**src/rtl/y_sram_pkg.sv**
```systemverilog
// Shared definitions for the Y SRAM bus cluster (scheduler, bus-mux, path
// controllers).
//
// Contents:
//   TIMEOUT_DEFAULT  default forced-release limit of one grant, in cycles
//   WDOG_W_DEFAULT   default watchdog counter width
//   sched_state_t    bus scheduler FSM states
//   bus_src_t        requester identity, also the encoding of op_timeoutSrc
package y_sram_pkg;

    localparam int unsigned TIMEOUT_DEFAULT = 1024;
    localparam int unsigned WDOG_W_DEFAULT  = 16;

    typedef enum logic [1:0] {
        IDLE  = 2'd0,
        GNT_C = 2'd1,
        GNT_W = 2'd2,
        TURN  = 2'd3
    } sched_state_t;

    typedef enum logic {
        SRC_COMPUTE = 1'b0,
        SRC_WRITE   = 1'b1
    } bus_src_t;

endpackage

```
**src/rtl/y_bus_sched_wdog.sv**
```systemverilog
// Grant watchdog for the Y bus scheduler.
//
// Counts the cycles a grant has been held. The count sits at zero while clear
// is high, so it always starts from zero on the first cycle of a grant. expire
// is high on the TIMEOUT-th cycle of a grant (count == TIMEOUT-1).
//
// Ports:
//   clk     rising-edge clock
//   reset   synchronous, active-low reset
//   clear   hold the count at zero (scheduler is not in a grant state)
//   enable  count this cycle (scheduler is in a grant state)
//   expire  grant has reached its cycle limit
module y_sched_wdog
    import y_sram_pkg::*;
#(
    parameter int unsigned TIMEOUT = TIMEOUT_DEFAULT,
    parameter int unsigned WDOG_W  = WDOG_W_DEFAULT
) (
    input  logic clk,
    input  logic reset,
    input  logic clear,
    input  logic enable,
    output logic expire
);

    localparam logic [WDOG_W-1:0] LIMIT = WDOG_W'(TIMEOUT - 1);

    logic [WDOG_W-1:0] count;

    // NOTE: state registers use non-blocking assignments so every flop samples
    // pre-edge values; blocking here would create order-dependent simulation.
    always_ff @(posedge clk) begin
        if (!reset) begin
            count <= '0;
        end else if (clear) begin
            count <= '0;
        end else if (enable && count != LIMIT) begin
            // Saturating: the scheduler leaves the grant on expiry anyway.
            count <= count + 1'b1;
        end
    end

    assign expire = enable && (count == LIMIT);

endmodule

```
**src/rtl/y_bus_sched.sv**
```systemverilog
// Y SRAM bus scheduler: arbitrates the Y bus between the compute path and the
// write path.
//
// A single request is granted one cycle later. When both paths request in
// IDLE, the one not served by the most recent grant wins (write wins the first
// tie after reset). A grant ends on done, on request drop, or by watchdog
// expiry after TIMEOUT cycles. Every grant is followed by one TURN cycle with
// both enables low so in-flight SRAM writes drain before the mux switches.
// Outputs are decoded from state or come straight from flops.
//
// Ports:
//   clk                      rising-edge clock
//   reset                    synchronous, active-low reset
//   in_computeReq            compute path requests the bus
//   in_computeDone           pulse: compute path finished its burst
//   in_writeReq              write path requests the bus
//   in_writeDone             pulse: write path finished its burst
//   in_errClear              clears the sticky timeout error
//   op_yComputeModuleEnable  compute mux select / grant
//   op_yWriteModuleEnable    write mux select / grant
//   op_busy                  FSM not in IDLE
//   op_timeoutErr            sticky: a grant was force-released
//   op_timeoutSrc            source of last timeout (0 compute, 1 write)
module y_bus_sched
    import y_sram_pkg::*;
#(
    parameter int unsigned TIMEOUT = TIMEOUT_DEFAULT,
    parameter int unsigned WDOG_W  = WDOG_W_DEFAULT
) (
    input  logic clk,
    input  logic reset,
    input  logic in_computeReq,
    input  logic in_computeDone,
    input  logic in_writeReq,
    input  logic in_writeDone,
    input  logic in_errClear,
    output logic op_yComputeModuleEnable,
    output logic op_yWriteModuleEnable,
    output logic op_busy,
    output logic op_timeoutErr,
    output logic op_timeoutSrc
);

    sched_state_t state, state_nxt;
    bus_src_t     last_grant;
    logic         in_gnt;
    logic         expire;
    logic         timeout_hit;

    assign in_gnt = (state == GNT_C) || (state == GNT_W);

    y_sched_wdog #(
        .TIMEOUT (TIMEOUT),
        .WDOG_W  (WDOG_W)
    ) u_wdog (
        .clk    (clk),
        .reset  (reset),
        .clear  (!in_gnt),
        .enable (in_gnt),
        .expire (expire)
    );

    // NOTE: every signal written here gets a default first, so no path through
    // the case statement leaves it unassigned and infers a latch.
    always_comb begin
        state_nxt   = state;
        timeout_hit = 1'b0;
        case (state)
            IDLE: begin
                if (in_computeReq && in_writeReq) begin
                    state_nxt = (last_grant == SRC_WRITE) ? GNT_C : GNT_W;
                end else if (in_computeReq) begin
                    state_nxt = GNT_C;
                end else if (in_writeReq) begin
                    state_nxt = GNT_W;
                end
            end
            GNT_C: begin
                // Release by the owner beats a same-cycle watchdog expiry.
                if (in_computeDone || !in_computeReq) begin
                    state_nxt = TURN;
                end else if (expire) begin
                    state_nxt   = TURN;
                    timeout_hit = 1'b1;
                end
            end
            GNT_W: begin
                if (in_writeDone || !in_writeReq) begin
                    state_nxt = TURN;
                end else if (expire) begin
                    state_nxt   = TURN;
                    timeout_hit = 1'b1;
                end
            end
            TURN:    state_nxt = IDLE;
            default: state_nxt = IDLE;
        endcase
    end

    always_ff @(posedge clk) begin
        if (!reset) begin
            state         <= IDLE;
            last_grant    <= SRC_COMPUTE;
            op_timeoutErr <= 1'b0;
            op_timeoutSrc <= 1'b0;
        end else begin
            state <= state_nxt;

            // Pointer moves on every grant entry, whatever later ends it.
            if (state == IDLE && state_nxt == GNT_C) begin
                last_grant <= SRC_COMPUTE;
            end else if (state == IDLE && state_nxt == GNT_W) begin
                last_grant <= SRC_WRITE;
            end

            // A new timeout wins over a same-cycle clear.
            if (timeout_hit) begin
                op_timeoutErr <= 1'b1;
                op_timeoutSrc <= (state == GNT_W);
            end else if (in_errClear) begin
                op_timeoutErr <= 1'b0;
            end
        end
    end

    assign op_yComputeModuleEnable = (state == GNT_C);
    assign op_yWriteModuleEnable   = (state == GNT_W);
    assign op_busy                 = (state != IDLE);

endmodule

```
**config.mk**
```make
export PLATFORM = sky130hd
export DESIGN_NAME = y_bus_sched
export DESIGN_NICKNAME = d
export VERILOG_FILES = /design/src/rtl/y_sram_pkg.sv /design/src/rtl/y_bus_sched_wdog.sv /design/src/rtl/y_bus_sched.sv
export SDC_FILE = /design/constraint.sdc
export NUM_CORES = 1
export LEC_CHECK = 0
export ABC_AREA = 0
export CAP_MARGIN = 15
export CORE_ASPECT_RATIO = 0.6
export CORE_MARGIN = 2
export CORE_UTILIZATION = 50
export DETAILED_ROUTE_END_ITERATION = 8
export PLACE_DENSITY_LB_ADDON = 0.25
export SYNTH_ARGS = -nofsm -noshare
export SYNTH_HDL_FRONTEND = slang
export SYNTH_HIERARCHICAL = 1
export SYNTH_SLANG_ARGS = --single-unit
```
**constraint.sdc**
```tcl
create_clock -name clk -period 2.2 [get_ports clk]
set_input_delay 0.44 -clock clk [delete_from_list [all_inputs] [get_ports clk]]
set_output_delay 0.44 -clock clk [all_outputs]
set_load 0.005 [all_outputs]
```
==> out/summary.txt <==
Hold slack = 0.4929 ns
Layout cells sized above 1 = 0.09494
Detailed Place HPWL = 1992 um
Clock sink count = 21
R2r setup slk = 0.15 ns
Commonest non-fill, non-tap cell in the layout = dfxtp_1
Cts repair resizes = 0
Worst VDD drop = 515.3 uV
Worst endpoint required time = 1.76 ns
IO Port Bufs = 11
Setup Buffers After CTS = 0
N_diodes = 0
TNS Setup = 0 ns
Min cycle time layout = 2.070 ns
Area grow syn2layout = 11.96%
Initial detailed-routing violation count = 128
Seq/Total Area, Yosys = 0.3404
Slew margin rel. = 0.7166
Total CTS buffers = 3
EDFF count, synth = 0
Leakage = 0.4948 nW
Maxcap violations = 0
Avg Synthesized Cell Area = 8.458 um^2
Max stage delay on crit path = 0.49 ns
Initial antenna violation count = 0
RePlAce Congestion = 0.9380
Synth cell types = 49
H-tree lvl count = 1
R2r worst-path depth = 6
CP max FO = 8
Classification of the worst setup path = register to primary output
DRT Wirelength = 2710 um
Final slew viol count = 0
Synth async-reset ratio = 0
Clk_lat worst skew = 0.26 ns
Status = finished clean
Hold buffers post-CTS = 0
PD cells = 835.1 nW/um^2
Vias in the first global route = 980
First-pass GRT wire length = 4650 um
Most frequent cells in the layout = 21 x dfxtp_1, 13 x nand2_1, 11 x a21oi_1, 11 x clkdlybuf4s50_1
Top_reg_cell synth = dfxtp_1
WL/cell = 14.41 um
Nets = 170
Worst-path cell chain = inv_1 > ha_1 > inv_1 > clkdlybuf4s50_1
RSZ-0062 raised after global routing = false
Vias = 1139
Gr usage total = 0.2129
GRT Residual Overflow = 0
Starting Density = 0.5502
Fmax = 0.4831 GHz
Worst path slowest cell = clkdlybuf4s50_1
Non-Filler Instances = 188
Dpl cells = 184
Final setup viols = 0
Synthesized Nets = 157
Routed Antenna Nets = 0
Core area = 2245 um^2
Largest net degree at the start of global routing = 15
Worst hold path class = register to register
CTS Buffer Depth = 2
Most numerous cell on the critical path = inv_1
IO Count = 12
Final core utilization = 0.6159
Ys Warns = 6
Cell Area, Synth = 1235 um^2
FF+latch count, synth = 21
Crit path capture type = primary output
Hold Crit Depth = 2
Startpoint Class = register
CTS tree = done
Worst-Margin Slew = 0.4219 ns
DRC = 0
Hold Vio Cnt, Final = 0
Cells after Synth = 146
Critical Path AT = 1.63 ns
Die W = 68.16 um
Final Skew = 0.005569 ns
Die Area = 2896 um^2
Router iterations before antenna repair = 4
Vias per cell = 6.059
Clock slew at the register clock pins of the worst setup and hold paths = 0.08 ns
Final Cycle Share = 0.9409
Die height = 42.50 um
Clock Tree Root = clkbuf_8
Number of core rows = 13
## cells in the mapped netlist, types with 2 or more instances
library cell	n	area (um^2)
nand3b_1	2	15.01
o31ai_1	2	15.01
a41o_1	2	20.02
and4_1	2	17.52
inv_1	9	33.78
nand2_1	13	48.80
dfxtp_1	21	420.4
or3_1	5	31.28
or4_1	2	15.01
a31oi_1	2	12.51
nor4_1	2	12.51
ha_1	4	50.05
nor2_1	6	22.52
o21ai_0	9	45.04
buf_2	2	10.01
o211ai_1	3	22.52
nand4_1	4	25.02
and3_2	2	15.01
or3_2	2	15.01
nor2b_1	3	18.77
nand3_1	5	25.02
nor3_1	3	15.01
and3_1	3	18.77
a211oi_1	3	22.52
a21oi_1	11	55.05
## layer usage
layer | up-vias | part of all wire | global-route usage
met3 | 2 | 0.097 | 0.07258
met4 | 0 | 0.0030 | 0.03600
met1 | 511 | 0.52 | 0.3355
li1 | 581 | - | -
met5 | - | 0 | 0
met2 | 45 | 0.38 | 0.2738
## where the power goes
part | total [mW] | internal (mW) | switching, mW
clock network | 0.251 | 0.129 | 0.122
registers | 0.446 | 0.411 | 0.0354
logic | 0.457 | 0.200 | 0.258
## worst max-delay path: cells and delay by family (launching register included)
family	cells	cell delay (ns)
buffers and inverters	3	0.66
DFF	1	0.41
adders and majority gates	1	0.30
## metrics by stage
| step | power (mW) | setup slack (ns) | cell area (um^2) |
|---|---|---|---|
| 3_3_place_gp | 0.8947 | 0.2984 | 1338 |
| 2_1_floorplan | 0.8565 | 0.1740 | 1235 |
| 5_1_grt | 1.232 | 0.04555 | 1383 |
| 3_5_place_dp | 0.9001 | 0.1915 | 1338 |
| 6_report | 1.155 | 0.1300 | 1383 |
| 4_1_cts | 1.151 | 0.1358 | 1383 |
## flip-flops by register name, summed over array words and instances, names as in the netlist
register and cells:
u_wdog/count 16, state 2, last_grant 1, op_timeoutErr 1
op_timeoutSrc 1
## cells by family after synthesis
kind of cell             after synthesis  synth area share
adder cells (fa/ha/maj)                4           0.04053
buffers and inverters                 14           0.07598
flip-flops                            21            0.3404
AO/OA/AOI/OAI                         42            0.2229
AND/OR/NAND/NOR                       64            0.3131
XOR/XNOR                               1          0.007093
## area by class of cell
class,instances,area [um^2]
inverter,9,33.78
clock buffer,4,45.04
timing repair buffer,13,125.1
multi-input combinational,111,720.7
tap,30,37.54
sequential,21,420.4
fill,203,862.1
## path summary, 6_finish.rpt
path                                     from                to
worst max-delay path                 state[0]           op_busy
worst max register to register       state[0]  u_wdog/count[14]
worst min-delay path            op_timeoutErr     op_timeoutErr
worst min register to register  op_timeoutErr     op_timeoutErr
(Power assumes the default switching activity.)
